==> config.mk <==
export PLATFORM = sky130hd
export DESIGN_NAME = seq_detect_ctrl_flat
export DESIGN_NICKNAME = d
export VERILOG_FILES = /design/src/rtl/seq_detect_pkg.sv /design/src/rtl/seq_detect_ctrl_if.sv /design/src/rtl/seq_match_core.sv /design/src/rtl/seq_detect_ctrl.sv /design/src/flat_wrapper.sv
export SDC_FILE = /design/constraint.sdc
export NUM_CORES = 1
export LEC_CHECK = 0
export ABC_CLOCK_PERIOD_IN_PS = 3500
export BUFFER_PORTS_ARGS = -buffer_cell sky130_fd_sc_hd__buf_4
export CORE_MARGIN = 4
export CORE_UTILIZATION = 60
export CTS_CLUSTER_SIZE = 20
export DETAILED_ROUTE_END_ITERATION = 8
export PLACE_DENSITY = 0.88
export SETUP_SLACK_MARGIN = 0.2
export SLEW_MARGIN = 10
export SYNTH_ARGS = -nofsm -noshare
export SYNTH_HDL_FRONTEND = slang
export SYNTH_SLANG_ARGS = --single-unit
==> constraint.sdc <==
create_clock -name clk -period 3.5 [get_ports clk]
set_input_delay 0 -clock clk [delete_from_list [all_inputs] [get_ports clk]]
set_output_delay 0 -clock clk [all_outputs]
set_load 0.005 [all_outputs]
==> src/rtl/seq_detect_pkg.sv <==
// Shared types and constants for the programmable serial pattern detector.
// State codes are kept as fixed localparams so legacy encodings stay stable.
package seq_detect_pkg;

  localparam int MAX_LEN_DEF = 8;
  localparam int CNT_W_DEF   = 8;

  localparam logic [1:0] ST_IDLE  = 2'd0;
  localparam logic [1:0] ST_ARMED = 2'd1;
  localparam logic [1:0] ST_RUN   = 2'd2;
  localparam logic [1:0] ST_DONE  = 2'd3;

  typedef enum logic [1:0] {
    IDLE  = ST_IDLE,
    ARMED = ST_ARMED,
    RUN   = ST_RUN,
    DONE  = ST_DONE
  } state_t;

  function automatic int len_w(input int max_len);
    return $clog2(max_len + 1);
  endfunction

endpackage

==> src/rtl/seq_detect_ctrl_if.sv <==
// Configuration handshake bundle for seq_detect_ctrl.
// SEQ_DETECT_CTRL_MASK_EN adds the per-bit don't-care mask.
interface seq_detect_ctrl_if import seq_detect_pkg::*; #(
  parameter int MAX_LEN = MAX_LEN_DEF,
  parameter int CNT_W   = CNT_W_DEF
);
  localparam int LEN_W = len_w(MAX_LEN);

  logic               cfg_valid;
  logic               cfg_ready;
  logic [MAX_LEN-1:0] cfg_pattern;
  logic [LEN_W-1:0]   cfg_len;
  logic               cfg_overlap;
  logic [CNT_W-1:0]   cfg_target;
`ifdef SEQ_DETECT_CTRL_MASK_EN
  logic [MAX_LEN-1:0] cfg_mask;

  modport master (output cfg_valid, cfg_pattern, cfg_len, cfg_overlap, cfg_target, cfg_mask,
                  input  cfg_ready);
  modport slave  (input  cfg_valid, cfg_pattern, cfg_len, cfg_overlap, cfg_target, cfg_mask,
                  output cfg_ready);
`else
  modport master (output cfg_valid, cfg_pattern, cfg_len, cfg_overlap, cfg_target,
                  input  cfg_ready);
  modport slave  (input  cfg_valid, cfg_pattern, cfg_len, cfg_overlap, cfg_target,
                  output cfg_ready);
`endif
endinterface

==> src/rtl/seq_match_core.sv <==
// Shift history, valid-bit count and masked compare; hit is evaluated on the
// post-shift history so a match is reported on the edge that samples the last bit.
module seq_match_core import seq_detect_pkg::*; #(
  parameter int MAX_LEN = MAX_LEN_DEF,
  parameter int LEN_W   = len_w(MAX_LEN)
) (
  input  logic               clk,
  input  logic               reset,
  input  logic               i_clear,
  input  logic               i_shift,
  input  logic               i_seq,
  input  logic               i_overlap,
  input  logic [MAX_LEN-1:0] i_pattern,
  input  logic [MAX_LEN-1:0] i_mask,
  input  logic [LEN_W-1:0]   i_len,
  output logic               o_hit
);
  logic [MAX_LEN-1:0] r_hist;
  logic [LEN_W-1:0]   r_cnt;
  logic [MAX_LEN-1:0] w_hist_nxt;
  logic [LEN_W-1:0]   w_cnt_nxt;
  logic [MAX_LEN-1:0] w_len_mask;

  assign w_hist_nxt = {r_hist[MAX_LEN-2:0], i_seq};
  assign w_cnt_nxt  = (r_cnt == LEN_W'(MAX_LEN)) ? r_cnt : r_cnt + 1'b1;

  always_comb begin
    w_len_mask = '0;
    for (int unsigned i = 0; i < MAX_LEN; i++) begin
      w_len_mask[i] = (i < 32'(i_len));
    end
  end

  assign o_hit = i_shift && (w_cnt_nxt >= i_len) &&
                 (((w_hist_nxt ^ i_pattern) & ~i_mask & w_len_mask) == '0);

  always_ff @(posedge clk) begin
    if (reset || i_clear) begin
      r_hist <= '0;
      r_cnt  <= '0;
    end else if (i_shift) begin
      r_hist <= w_hist_nxt;
      // Non-overlapping mode restarts the count but keeps history; the count gate hides it.
      r_cnt  <= (o_hit && !i_overlap) ? '0 : w_cnt_nxt;
    end
  end

endmodule

==> src/rtl/seq_detect_ctrl.sv <==
// Sequencing controller for the programmable pattern detector: config handshake,
// run/abort FSM, match counter. SEQ_DETECT_CTRL_MASK_EN enables the compare mask.
module seq_detect_ctrl import seq_detect_pkg::*; #(
  parameter int MAX_LEN = MAX_LEN_DEF,
  parameter int CNT_W   = CNT_W_DEF
) (
  input  logic                clk,
  input  logic                reset,
  seq_detect_ctrl_if.slave    cfg,
  input  logic                start,
  input  logic                abort,
  input  logic                seq_valid,
  input  logic                seq,
  output logic                detected,
  output logic [CNT_W-1:0]    match_count,
  output logic                busy,
  output logic                done
);
  localparam int LEN_W = len_w(MAX_LEN);

  state_t             r_state;
  logic [MAX_LEN-1:0] r_pattern;
  logic [LEN_W-1:0]   r_len;
  logic               r_overlap;
  logic [CNT_W-1:0]   r_target;
  logic [MAX_LEN-1:0] w_mask;
  logic               w_cfg_ok;
  logic               w_start_run;
  logic               w_shift;
  logic               w_hit;
  logic [CNT_W-1:0]   w_cnt_inc;

`ifdef SEQ_DETECT_CTRL_MASK_EN
  logic [MAX_LEN-1:0] r_mask;
  assign w_mask = r_mask;
`else
  assign w_mask = '0;
`endif

  assign cfg.cfg_ready = (r_state == IDLE) || (r_state == ARMED);
  assign busy          = (r_state == RUN);
  assign done          = (r_state == DONE);

  assign w_cfg_ok    = cfg.cfg_valid && cfg.cfg_ready && (cfg.cfg_len != '0) &&
                       (cfg.cfg_len <= LEN_W'(MAX_LEN));
  // Priority: config handshake, then abort, then start.
  assign w_start_run = start && !abort && !w_cfg_ok && (r_state != IDLE);
  assign w_shift     = (r_state == RUN) && seq_valid && !abort && !start;
  assign w_cnt_inc   = (match_count == '1) ? match_count : match_count + 1'b1;

  seq_match_core #(.MAX_LEN(MAX_LEN), .LEN_W(LEN_W)) u_core (
    .clk       (clk),
    .reset     (reset),
    .i_clear   (w_start_run),
    .i_shift   (w_shift),
    .i_seq     (seq),
    .i_overlap (r_overlap),
    .i_pattern (r_pattern),
    .i_mask    (w_mask),
    .i_len     (r_len),
    .o_hit     (w_hit)
  );

  always_ff @(posedge clk) begin
    if (reset) begin
      r_state     <= IDLE;
      r_pattern   <= '0;
      r_len       <= '0;
      r_overlap   <= 1'b0;
      r_target    <= '0;
      detected    <= 1'b0;
      match_count <= '0;
`ifdef SEQ_DETECT_CTRL_MASK_EN
      r_mask      <= '0;
`endif
    end else begin
      detected <= w_hit;
      if (w_cfg_ok) begin
        r_pattern <= cfg.cfg_pattern;
        r_len     <= cfg.cfg_len;
        r_overlap <= cfg.cfg_overlap;
        r_target  <= cfg.cfg_target;
`ifdef SEQ_DETECT_CTRL_MASK_EN
        r_mask    <= cfg.cfg_mask;
`endif
        r_state   <= ARMED;
      end else if (abort && (r_state == RUN || r_state == DONE)) begin
        r_state <= ARMED;
      end else if (w_start_run) begin
        match_count <= '0;
        r_state     <= RUN;
      end else if (w_hit) begin
        match_count <= w_cnt_inc;
        if (r_target != '0 && w_cnt_inc == r_target) r_state <= DONE;
      end
    end
  end

endmodule

==> src/flat_wrapper.sv <==
// flat-port wrapper written by rule: the top's interface ports become plain ports
module seq_detect_ctrl_flat import seq_detect_pkg::*;
#(
  parameter int MAX_LEN = MAX_LEN_DEF,
  parameter int CNT_W   = CNT_W_DEF
)
  (clk, reset, start, abort, seq_valid, seq, detected, match_count, busy, done, cfg_cfg_valid, cfg_cfg_pattern, cfg_cfg_len, cfg_cfg_overlap, cfg_cfg_target, cfg_cfg_ready);
  seq_detect_ctrl_if #(.MAX_LEN(MAX_LEN), .CNT_W(CNT_W)) cfg_i ();
  input  logic clk;
  input  logic reset;
  input  logic start;
  input  logic abort;
  input  logic seq_valid;
  input  logic seq;
  output logic detected;
  output logic [CNT_W-1:0] match_count;
  output logic busy;
  output logic done;
  input wire logic [$bits(cfg_i.cfg_valid)-1:0] cfg_cfg_valid;
  input wire logic [$bits(cfg_i.cfg_pattern)-1:0] cfg_cfg_pattern;
  input wire logic [$bits(cfg_i.cfg_len)-1:0] cfg_cfg_len;
  input wire logic [$bits(cfg_i.cfg_overlap)-1:0] cfg_cfg_overlap;
  input wire logic [$bits(cfg_i.cfg_target)-1:0] cfg_cfg_target;
  output wire logic [$bits(cfg_i.cfg_ready)-1:0] cfg_cfg_ready;
  assign cfg_i.cfg_valid = cfg_cfg_valid;
  assign cfg_i.cfg_pattern = cfg_cfg_pattern;
  assign cfg_i.cfg_len = cfg_cfg_len;
  assign cfg_i.cfg_overlap = cfg_cfg_overlap;
  assign cfg_i.cfg_target = cfg_cfg_target;
  assign cfg_cfg_ready = cfg_i.cfg_ready;
  seq_detect_ctrl #(.MAX_LEN(MAX_LEN), .CNT_W(CNT_W)) u_core (.clk(clk), .reset(reset), .cfg(cfg_i), .start(start), .abort(abort), .seq_valid(seq_valid), .seq(seq), .detected(detected), .match_count(match_count), .busy(busy), .done(done));
endmodule
# == Word level (Yosys, flattened, before mapping) ==
# Index checks and enable logic that the tools add are counted.
# W data, S select, Z words.
# op_classes
mux,10
eq_ne,6
bitwise_logic,4
reduce_logical,34
add_sub_neg,2
order_cmp,10
# op_table
op,count
$mux W8,3
$lt A3 B4 Y1 const A,4
$logic_and A1 B1 Y1,14
$reduce_bool A4 Y1,3
$add A8 B1 Y8 const B,1
$and A8 B8 Y8,1
$eq A8 B8 Y1,1
$eq A8 B8 Y1 const B,1
$logic_not A8 Y1,1
$lt A1 B4 Y1 const A,2
$lt A2 B4 Y1 const A,2
$mux W4,2
$reduce_bool A8 Y1,1
$xor A8 B8 Y8,1
$mux W2,3
$reduce_bool A2 Y1,3
$add A4 B1 Y4 const B,1
$eq A2 B2 Y1 const B,2
$eq A4 B4 Y1 const B,1
$ge A4 B4 Y1,1
$le A4 B4 Y1 const B,1
$logic_not A1 Y1,4
$reduce_and A2 Y1,2
$logic_or A1 B1 Y1,3
6 further kinds,8
# word_totals
out_inout_bits,12
reg_bits,43
elab_cells,76
input_bits,28

# == Logic depth before layout (Yosys ltp) ==
# Gate-level depths: netlist of run 1.
# depth
depth_word,11
ltp_mapped,12
depth_no_buf,11

# == Hierarchy ==
# A second synthesis of run 1 with hierarchy kept.
# unflattened
cells_unflattened,300
area_unflattened_um2,2511.2
# by_module_without_submodules
mod,area_each_um2,instances,seq_area_each_um2,cells_each
seq_detect_ctrl,1749.2,1,640.6,205
seq_match_core,762.0,1,220.2,95

# == Least setup slack after synthesis of run 1 ==
# OpenSTA, ideal clock, no wires.
# synth_path
path_type,register to register
startpoint,register u_core.u_core.r_cnt[0]
endpoint,register u_core.match_count[3]
path_stages_with_launch,12
t_required_ns,3.428
t_arrival_ns,2.262
setup_time_ns,0.072
setup_slack_ns,1.166
period_less_slack_ns,2.334
path_buffers,0
cell_sequence,dfxtp_1 -> inv_1 -> ha_1 -> and3b_1 -> xnor2_1 -> ha_1 -> nand2b_1 -> a21oi_1 -> o21ai_0 -> nand3_2 -> or4_1 -> mux2i_1
# synth_via
elab_chain_cells,7
elab_cells_between_ends,8
classes_between,1 x add/sub; 1 x order compare; 1 x eq/ne; 1 x mux; 4 x reduce/logical
# synth_lines
item,line_no,rtl
"start, declared",seq_match_core.sv:19,logic [LEN_W-1:0] r_cnt;
"start signal, assigned",seq_match_core.sv:44,r_cnt <= (o_hit && !i_overlap) ? '0 : w_cnt_nxt;
$add A4 B1 Y4 / $eq A4 B4 Y1 (equally long branches),seq_match_core.sv:25,assign w_cnt_nxt = (r_cnt == LEN_W'(MAX_LEN)) ? r_cnt : r_cnt + 1'b1;
$mux W4 *,seq_match_core.sv:25,
$ge A4 B4 Y1 *,seq_match_core.sv:34,assign o_hit = i_shift && (w_cnt_nxt >= i_len) &&
$logic_and A1 B1 Y1 * (2 in series),seq_match_core.sv:34,
$reduce_bool A2 Y1 (no line) *,-,
$reduce_and A3 Y1 (no line) *,-,
"end signal, assigned",seq_detect_ctrl.sv:93,match_count <= w_cnt_inc;
"end, declared",seq_detect_ctrl.sv:15,"output logic [CNT_W-1:0] match_count,"
# Every way passes the cells marked *; elsewhere a longest branch is shown, timed or not.
# A chain may end at the register's enable or synchronous reset.

# == Worst setup path after layout of run 1 ==
# Same ends and word-level chain as after synthesis.

==> results of run 1 <==
## worst max-delay path: stages, from the launching register on
cell and delay [ns]:
dfxtp_1 0.42, inv_1 0.11, ha_1 0.20, and3b_1 0.21, xnor2_1 0.15, ha_1 0.27, nand2b_1 0.09, a21oi_1 0.06
o21ai_0 0.21, nand3_2 0.28, or4_1 0.57, mux2i_1 0.12
## routing by layer
metal  vias to the layer above  track usage  part of all wire
li1                       1138            -                 -
met1                      1115        0.352              0.44
met2                       108        0.397              0.47
met3                        15       0.0701             0.072
met4                         0       0.0668             0.017
met5                         -            0                 0
## logic make-up after synthesis
| kind of cell | share of synthesized area |
|---|---|
| AND/OR/NAND/NOR | 0.237 |
| AO/OA/AOI/OAI | 0.173 |
| flip-flops | 0.354 |
| buffers and inverters | 0.0514 |
| multiplexers | 0.0910 |
| XOR/XNOR | 0.0576 |
| adder cells (fa/ha/maj) | 0.0360 |
## final timing paths
kind | start | endpoint | slack [ns] | depth (start not counted)
setup / recovery | u_core.u_core.r_cnt[0]$_SDFFE_PP0P_ | u_core.match_count[3]$_SDFFE_PP0P_ | 0.73 | 11
hold / removal | abort | u_core.r_state[1]$_SDFFE_PP0P_ | 0.07 | 3
setup reg to reg | u_core.u_core.r_cnt[0]$_SDFFE_PP0P_ | u_core.match_count[3]$_SDFFE_PP0P_ | 0.73 | 11
hold reg to reg | u_core.u_core.r_hist[3]$_SDFFE_PP0P_ | u_core.u_core.r_hist[4]$_SDFFE_PP0P_ | 0.48 | 2
## cell type report
class / count / area [sq um] / share of cell area
multi-input combinational: 217 / 1450 / 0.479
sequential: 43 / 861 / 0.283
timing repair buffer: 62 / 520 / 0.171
clock buffer: 8 / 100 / 0.0330
tap: 48 / 60.1 / 0.0198
inverter: 11 / 41.3 / 0.0136
## report_power, final
part	leakage [uW]	internal (uW)	total, uW	switching [uW]
registers	0.000349	507	536	29.0
clock network	0.0000515	180	349	169
logic	0.000796	93.0	173	80.3
## sequential cells by signal (all words and copies together) (netlist names)
name / count
u_core.match_count: 8
u_core.r_pattern: 8
u_core.r_target: 8
u_core.u_core.r_hist: 7
u_core.r_len: 4
u_core.u_core.r_cnt: 4
u_core.r_state: 2
u_core.detected: 1
u_core.r_overlap: 1
## synthesized netlist by cell type, types with 2 or more instances
master and count:
o21ai_0 10, a211oi_1 3, a21oi_1 16, and3_1 5, nand2_1 25, nor2b_1 2, a31oi_1 4, o22ai_1 4
nor4_1 7, inv_1 11, nor3_1 4, nor2_1 31, buf_2 7, mux2i_1 21, a211o_1 2, o22a_1 2
o21ai_1 3, a22o_1 2, o2111ai_1 2, nand2b_1 3, ha_1 7, and2_1 3, nand4_1 2, xnor2_1 14
clkbuf_1 10, xor2_1 2, dfxtp_1 43, and4_1 3, o31ai_1 2, nand3_1 14
## stage by stage
stage,worst slack (ns),cell area [sq um],util
after floorplan,1.17,2430,-
after global placement,0.926,2720,0.715
after detailed placement,0.785,2720,0.715
after CTS,0.753,3040,0.799
after global routing,0.590,3040,0.799
final,0.727,3040,0.799
==> results.md, run 1 <==
| Quantity | Value | Unit |
|:---|:---|:---|
| Clock network latency to the later pin of the worst-skew pair | 0.30 | ns |
| Maximum ir drop on the vdd rail | 289 | uV |
| Clock buffers created by TritonCTS | 5 | - |
| Worst path required time | 3.74 | ns |
| Largest cells by area after synthesis | dfxtp_1 35%, mux2i_1 8.6%, xnor2_1 5.0% | - |
| Average vias per placed instance | 6.11 | - |
| Max-cap violation count | 0 | - |
| TritonCTS clock tree | done | - |
| Static leakage | 0.00120 | uW |
| X dimension of the die | 71.7 | um |
| Pin count of the biggest net entering global routing | 32 | - |
| Max FO, Critical Path | 14 | - |
| Chip Height | 71.7 | um |
| Minimum clock period after layout | 2.77 | ns |
| Initial cell density of the core | 0.641 | - |
| PnR Total Power | 1060 | uW |
| Post-synth net total | 324 | - |
| Post-cts repair resize count | 0 | - |
| Hold slack final | 0.0721 | ns |
| CP Data Arrival Time | 3.01 | ns |
| Async set or reset register ratio after synthesis | 0 | - |
| Detailed Routing Iterations Pass 1 | 5 | - |
| Final ANT Viol Nets | 0 | - |
| Die area | 5140 | sq um |
| Slew of the pin with the lowest slew margin | 0.517 | ns |
| Clock tree buffer depth | 2 | - |
| Clock root buffer | clkbuf_8 | - |
| Share of cells above drive strength 1 | 0.170 | - |
| Buffers on Ports | 39 | - |
| Ys Warns | 0 | - |
| Finished Layout Cells | 389 | - |
| Type of the tightest min-delay check | in -> reg | - |
| Cell Count Post-Placement | 359 | - |
| H-tree lvl count | 2 | - |
| FF+latch count, synth | 43 | - |
| Mapped Avg Cell Area | 8.42 | sq um |
| Count of final max-slew check failures | 0 | - |
| Tcrit/Tclk final | 0.792 | - |
| GRT Overall Usage | 0.256 | - |
| Number of nets in the final layout | 375 | - |
| Post-CTS Hold Buffers | 22 | - |
| Predominant post-synthesis flop cell | dfxtp_1 | - |
| Final routed wirelength across all metal layers | 6300 | um |
| Syn Std Cell Area | 2430 | sq um |
| Synth Instances | 289 | - |
| Via count of the first global-routing pass | 2128 | - |
| Clock transition at path regs | 0.08 | ns |
| Fin Clk Skew | 0.00724 | ns |
| Final GP Congestion | 0.899 | - |
| TritonCTS Sinks | 43 | - |
| Fill cell count | 245 | - |
| Power per unit of standard cell area | 349 | nW/um^2 |
| Library cells used by synthesis | 55 | - |
| Via count of the routed design | 2376 | - |
| Setup total negative slack | 0 | ns |
| Commonest cells after routing, fill and taps aside | 43 x dfxtp_1, 40 x buf_4, 31 x nor2_1, 25 x nand2_1, 22 x dlygate4sd3_1 | - |
| Library cell occupying the most area in the post-synthesis netlist | dfxtp_1 | - |
| Count of flip-flops with a built-in enable after synthesis | 0 | - |
| Peak Freq | 0.361 | GHz |
| Placeable Area | 3800 | sq um |
| Final routed DRC violation total | 0 | - |
| Number of antenna violations at the first check in global routing | 0 | - |
| Final Hold Fails | 0 | - |
| # IOs | 40 | - |
| Share of the synthesized area in the top cell type | 0.354 | - |
| GRT Residual Overflow | 0 | - |
| Sequential share of the synthesized area | 0.354 | - |
| Worst slew margin relative to its limit | 0.654 | - |
| Most frequent standard cell in the layout excluding fill and tap cells | dfxtp_1 | - |
| Number of antenna diodes | 0 | - |
| Setup crit end kind | flop | - |
| First-pass GRT wire length | 10400 | um |
| Type of origin of the critical path | flop | - |
| Number of core rows | 22 | - |
| Setup Buffers After CTS | 0 | - |
| Half-perimeter wire length after placement | 4000 | um |
| Setup-failing EPs final | 0 | - |
| Run status | complete, no violations | - |
| Iter 0 DRT Violations | 194 | - |
| Kind of critical path | reg -> reg | - |
| RSZ-0062 raised after global routing | false | - |
| Post-detailed-route wirelength per cell | 16.2 | um |
| Area growth, synth to finish | 24.8 | % |
No activity file was read; power rests on OpenSTA's default activity.
==> run 2, diff against run 1 <==
--- a/config.mk
+++ b/config.mk
@@ -5,13 +5,13 @@
 export SDC_FILE = /design/constraint.sdc
 export NUM_CORES = 1
 export LEC_CHECK = 0
-export ABC_CLOCK_PERIOD_IN_PS = 3500
+export ABC_CLOCK_PERIOD_IN_PS = 2200
 export BUFFER_PORTS_ARGS = -buffer_cell sky130_fd_sc_hd__buf_4
 export CORE_MARGIN = 4
-export CORE_UTILIZATION = 60
+export CORE_UTILIZATION = 51
 export CTS_CLUSTER_SIZE = 20
 export DETAILED_ROUTE_END_ITERATION = 8
-export PLACE_DENSITY = 0.88
+export PLACE_DENSITY = 0.8
 export SETUP_SLACK_MARGIN = 0.2
 export SLEW_MARGIN = 10
 export SYNTH_ARGS = -nofsm -noshare
==> constraint.sdc (replaced) <==
create_clock -name clk -period 2.2 [get_ports clk]
set_input_delay 0 -clock clk [delete_from_list [all_inputs] [get_ports clk]]
set_output_delay 0 -clock clk [all_outputs]
set_load 0.005 [all_outputs]
==> run 2 against run 1 <==
  * The flow now finishes with violations (setup timing)
  * First-iteration DRC count up 46%
  * Non-clock buffer count up 29
  * Sequential power up 56%
  * Die area up 16%
  * Total power up 58%
  * Utilization down 4.4 points
  * Clock skew about the same
  * Critical endpoint unchanged
==> results.md, run 2 (synthesis gave the netlist of run 1 again) <==
| Quantity | Value | Unit | vs previous |
|:---|:---|:---|:---|
| Run status | complete, but fails checks | - | was complete, no violations |
| Failing checks | setup timing | - |  |
| Half-perimeter wire length after placement | 4430 | um | was 4000 um |
| Type of the tightest min-delay check | in -> reg | - | unchanged |
| Post-detailed-route wirelength per cell | 17.2 | um | was 16.2 um |
| Clock transition at path regs | 0.09 | ns | was 0.08 ns |
| Number of core rows | 24 | - | was 22 |
| Die area | 5940 | sq um | was 5140 sq um |
| Setup crit end kind | flop | - | unchanged |
| Worst Hold Endpoint | u_core.r_state[1]$_SDFFE_PP0P_ | - | unchanged |
| Area growth, synth to finish | 38.8 | % | was 24.8% |
| Hold Path Depth | 3 | - | unchanged |
| Via count of the routed design | 2537 | - | was 2376 |
| Placeable Area | 4470 | sq um | was 3800 sq um |
| Slowest cell on the critical path | or4_1 | - | unchanged |
| Fill cell count | 310 | - | was 245 |
| Chip Height | 77.1 | um | was 71.7 um |
| Power per unit of standard cell area | 494 | nW/um^2 | was 349 nW/um^2 |
| Final GP Congestion | 0.893 | - | was 0.899 |
| X dimension of the die | 77.1 | um | was 71.7 um |
| Number of antenna violations at the first check in global routing | 0 | - | unchanged |
| TritonCTS clock tree | done | - | unchanged |
| Setup total negative slack | -1.55 | ns | was 0 ns |
| Net switching share of the total power | 0.284 | - | was 0.263 |
| Static leakage | 0.00135 | uW | was 0.00120 uW |
| Commonest cells after routing, fill and taps aside | 63 x buf_4, 41 x dfxtp_1, 29 x nor2_1, 25 x nand2_1, 22 x dlygate4sd3_1 | - | was 43 x dfxtp_1, 40 x buf_4, 31 x nor2_1, 25 x nand2_1, 22 x dlygate4sd3_1 |
| Register-to-register setup slack | -0.30 | ns | was 0.73 ns |
| GRT Overall Usage | 0.234 | - | was 0.256 |
| Via count of the first global-routing pass | 2339 | - | was 2128 |
| Type of origin of the critical path | flop | - | unchanged |
| Number of nets in the final layout | 404 | - | was 375 |
| Cell-internal power | 1190 | uW | was 780 uW |
| Depth of the most critical reg-to-reg path | 11 | - | unchanged |
| Sequential power share | 0.502 | - | was 0.507 |
| Iter 0 DRT Violations | 283 | - | was 194 |
| Buffers on Ports | 39 | - | unchanged |
| Largest regs | u_core.match_count: 8 flops, u_core.r_pattern: 8 flops, u_core.r_target: 8 flops | - | unchanged |
| CP Data Arrival Time | 2.71 | ns | was 3.01 ns |
| Critical R2R Capture | u_core.match_count[3]$_SDFFE_PP0P_ | - | unchanged |
| Worst path setup slack after routing | -0.299 | ns | was 0.727 ns |
| First-pass GRT wire length | 11400 | um | was 10400 um |
| Maximum ir drop on the vdd rail | 459 | uV | was 289 uV |
| Origin of the critical flop-to-flop path | u_core.u_core.r_cnt[1]$_SDFFE_PP0P_ | - | was u_core.u_core.r_cnt[0]$_SDFFE_PP0P_ |
| Slew of the pin with the lowest slew margin | 0.465 | ns | was 0.517 ns |
| Kind of cell with the highest combined delay on the critical path | simple AND/OR/NAND/NOR gates | - | unchanged |
| Power spent charging and discharging nets | 475 | uW | was 278 uW |
| CP Buf/Inv Count | 2 | - | was 1 |
| Max FO, Critical Path | 4 | - | was 14 |
| Combinational group share of total power | 0.189 | - | was 0.164 |
| Setup-failing EPs final | 13 | - | was 0 |
| Count of final max-slew check failures | 0 | - | unchanged |
| Final Hold Fails | 0 | - | unchanged |
| Hold slack final | 0.0396 | ns | was 0.0721 ns |
| Final routed DRC violation total | 0 | - | unchanged |
| Clock buffers created by TritonCTS | 5 | - | unchanged |
| Pin count of the biggest net entering global routing | 32 | - | unchanged |
| Critical path's largest stage delay | 0.56 | ns | was 0.57 ns |
| Final ANT Viol Nets | 0 | - | unchanged |
| # IOs | 40 | - | unchanged |
| Launch point of the worst hold path | abort | - | unchanged |
| TritonCTS Sinks | 43 | - | unchanged |
| Clock tree buffer depth | 2 | - | unchanged |
| Detailed Routing Iterations Pass 1 | 4 | - | was 5 |
| Most frequent standard cell in the layout excluding fill and tap cells | buf_4 | - | was dfxtp_1 |
| Number of antenna diodes | 0 | - | unchanged |
| Cells along the critical path | buf_4 > buf_6 > ha_4 > xnor2_2 > nor2_2 > ha_1 > nand2_1 > o21ai_1 > nand3_2 > or4_1 > mux2i_1 | - | was inv_1 > ha_1 > and3b_1 > xnor2_1 > ha_1 > nand2b_1 > a21oi_1 > o21ai_0 > nand3_2 > or4_1 > mux2i_1 |
| Kind of critical path | reg -> reg | - | unchanged |
| Average vias per placed instance | 6.01 | - | was 6.11 |
| Clock root buffer | clkbuf_8 | - | unchanged |
| Worst slew margin relative to its limit | 0.687 | - | was 0.654 |
| Tcrit/Tclk final | 1.14 | - | was 0.792 |
| GRT Residual Overflow | 0 | - | unchanged |
| Fin Clk Skew | 0.00725 | ns | was 0.00724 ns |
| Clock power share | 0.309 | - | was 0.330 |
| Max-cap violation count | 0 | - | unchanged |
| Initial cell density of the core | 0.544 | - | was 0.641 |
| RSZ-0062 raised after global routing | true | - | was false |
| Minimum clock period after layout | 2.50 | ns | was 2.77 ns |
| Final routed wirelength across all metal layers | 7250 | um | was 6300 um |
| Share of cells above drive strength 1 | 0.281 | - | was 0.170 |
| Clock network latency to the later pin of the worst-skew pair | 0.30 | ns | about the same |
| H-tree lvl count | 2 | - | unchanged |
| Worst path required time | 2.42 | ns | was 3.74 ns |
| Peak Freq | 0.400 | GHz | was 0.361 GHz |
-- run 2: per-stage QoR --
step | utilization | total power [uW] | setup slack, ns | cell area (sq um) | std cells
CTS | 0.733 | 1660 | -0.0732 | 3280 | 417
global route | 0.755 | 1750 | -0.413 | 3380 | 422
floorplan | - | 1020 | -0.0135 | 2440 | 289
detailed placement | 0.642 | 1120 | -0.0961 | 2870 | 382
finish | 0.755 | 1670 | -0.299 | 3380 | 422
global placement | 0.642 | 1110 | -0.0272 | 2870 | 382
-- run 2: area by class of cell --
class / instances / area (sq um) / area share
clock buffer: 5 / 68.8 / 0.0204
clock inverter: 3 / 25.0 / 0.00741
inverter: 11 / 41.3 / 0.0122
multi-input combinational: 217 / 1560 / 0.462
sequential: 43 / 863 / 0.256
tap: 52 / 65.1 / 0.0193
timing repair buffer: 91 / 754 / 0.223
-- run 2: worst reg2reg max path, delay by kind of cell (launching register included) --
| kind | cells | cell delay, ns |
|---|---|---|
| simple gates | 4 | 0.85 |
| fa+ha+maj | 2 | 0.44 |
| flops | 1 | 0.34 |
| buf+inv | 2 | 0.24 |
| mux | 1 | 0.19 |
| compound gates | 1 | 0.18 |
| xor+xnor | 1 | 0.18 |
-- run 2: power by group through the flow --
stage	Sequential, uW	Clock [uW]	Combinational, uW
after floorplan	848	0	168
after global placement	854	0	259
after detailed placement	855	0	266
after CTS	838	523	303
after global routing	843	561	342
final	838	516	315
-- run 2: repair_timing --
action                                  in CTS  in global routing
pin swaps                                   11                 12
hold buffers                                22                  0
buffers inserted                             4                  5
gates resized for setup                     12                 10
endpoints found under the hold margin       22                  0
endpoints found under the setup margin      14                 14
cloned                                       1                  0
-- run 2: layer usage --
metal | wire length (um) | vias up | global-route usage
met2 | 3420 | 126 | 0.362
met1 | 3080 | 1195 | 0.330
met3 | 579 | 21 | 0.0468
met4 | 172 | 0 | 0.0694
met5 | 0 | - | 0
li1 | - | 1195 | -
-- run 2: worst max-delay path by stage --
stage	to	from	slack (ns)	depth (start not counted)
floorplan	u_core.match_count[3]$_SDFFE_PP0P_	u_core.u_core.r_cnt[0]$_SDFFE_PP0P_	-0.01	11
global placement	u_core.r_state[0]$_SDFFE_PP0P_	u_core.u_core.r_cnt[1]$_SDFFE_PP0P_	-0.03	12
detailed placement	u_core.match_count[2]$_SDFFE_PP0P_	u_core.u_core.r_cnt[1]$_SDFFE_PP0P_	-0.1	12
CTS	u_core.match_count[2]$_SDFFE_PP0P_	u_core.u_core.r_cnt[0]$_SDFFE_PP0P_	-0.07	12
global route	u_core.match_count[3]$_SDFFE_PP0P_	u_core.u_core.r_cnt[1]$_SDFFE_PP0P_	-0.41	11
finish	u_core.match_count[3]$_SDFFE_PP0P_	u_core.u_core.r_cnt[1]$_SDFFE_PP0P_	-0.30	11
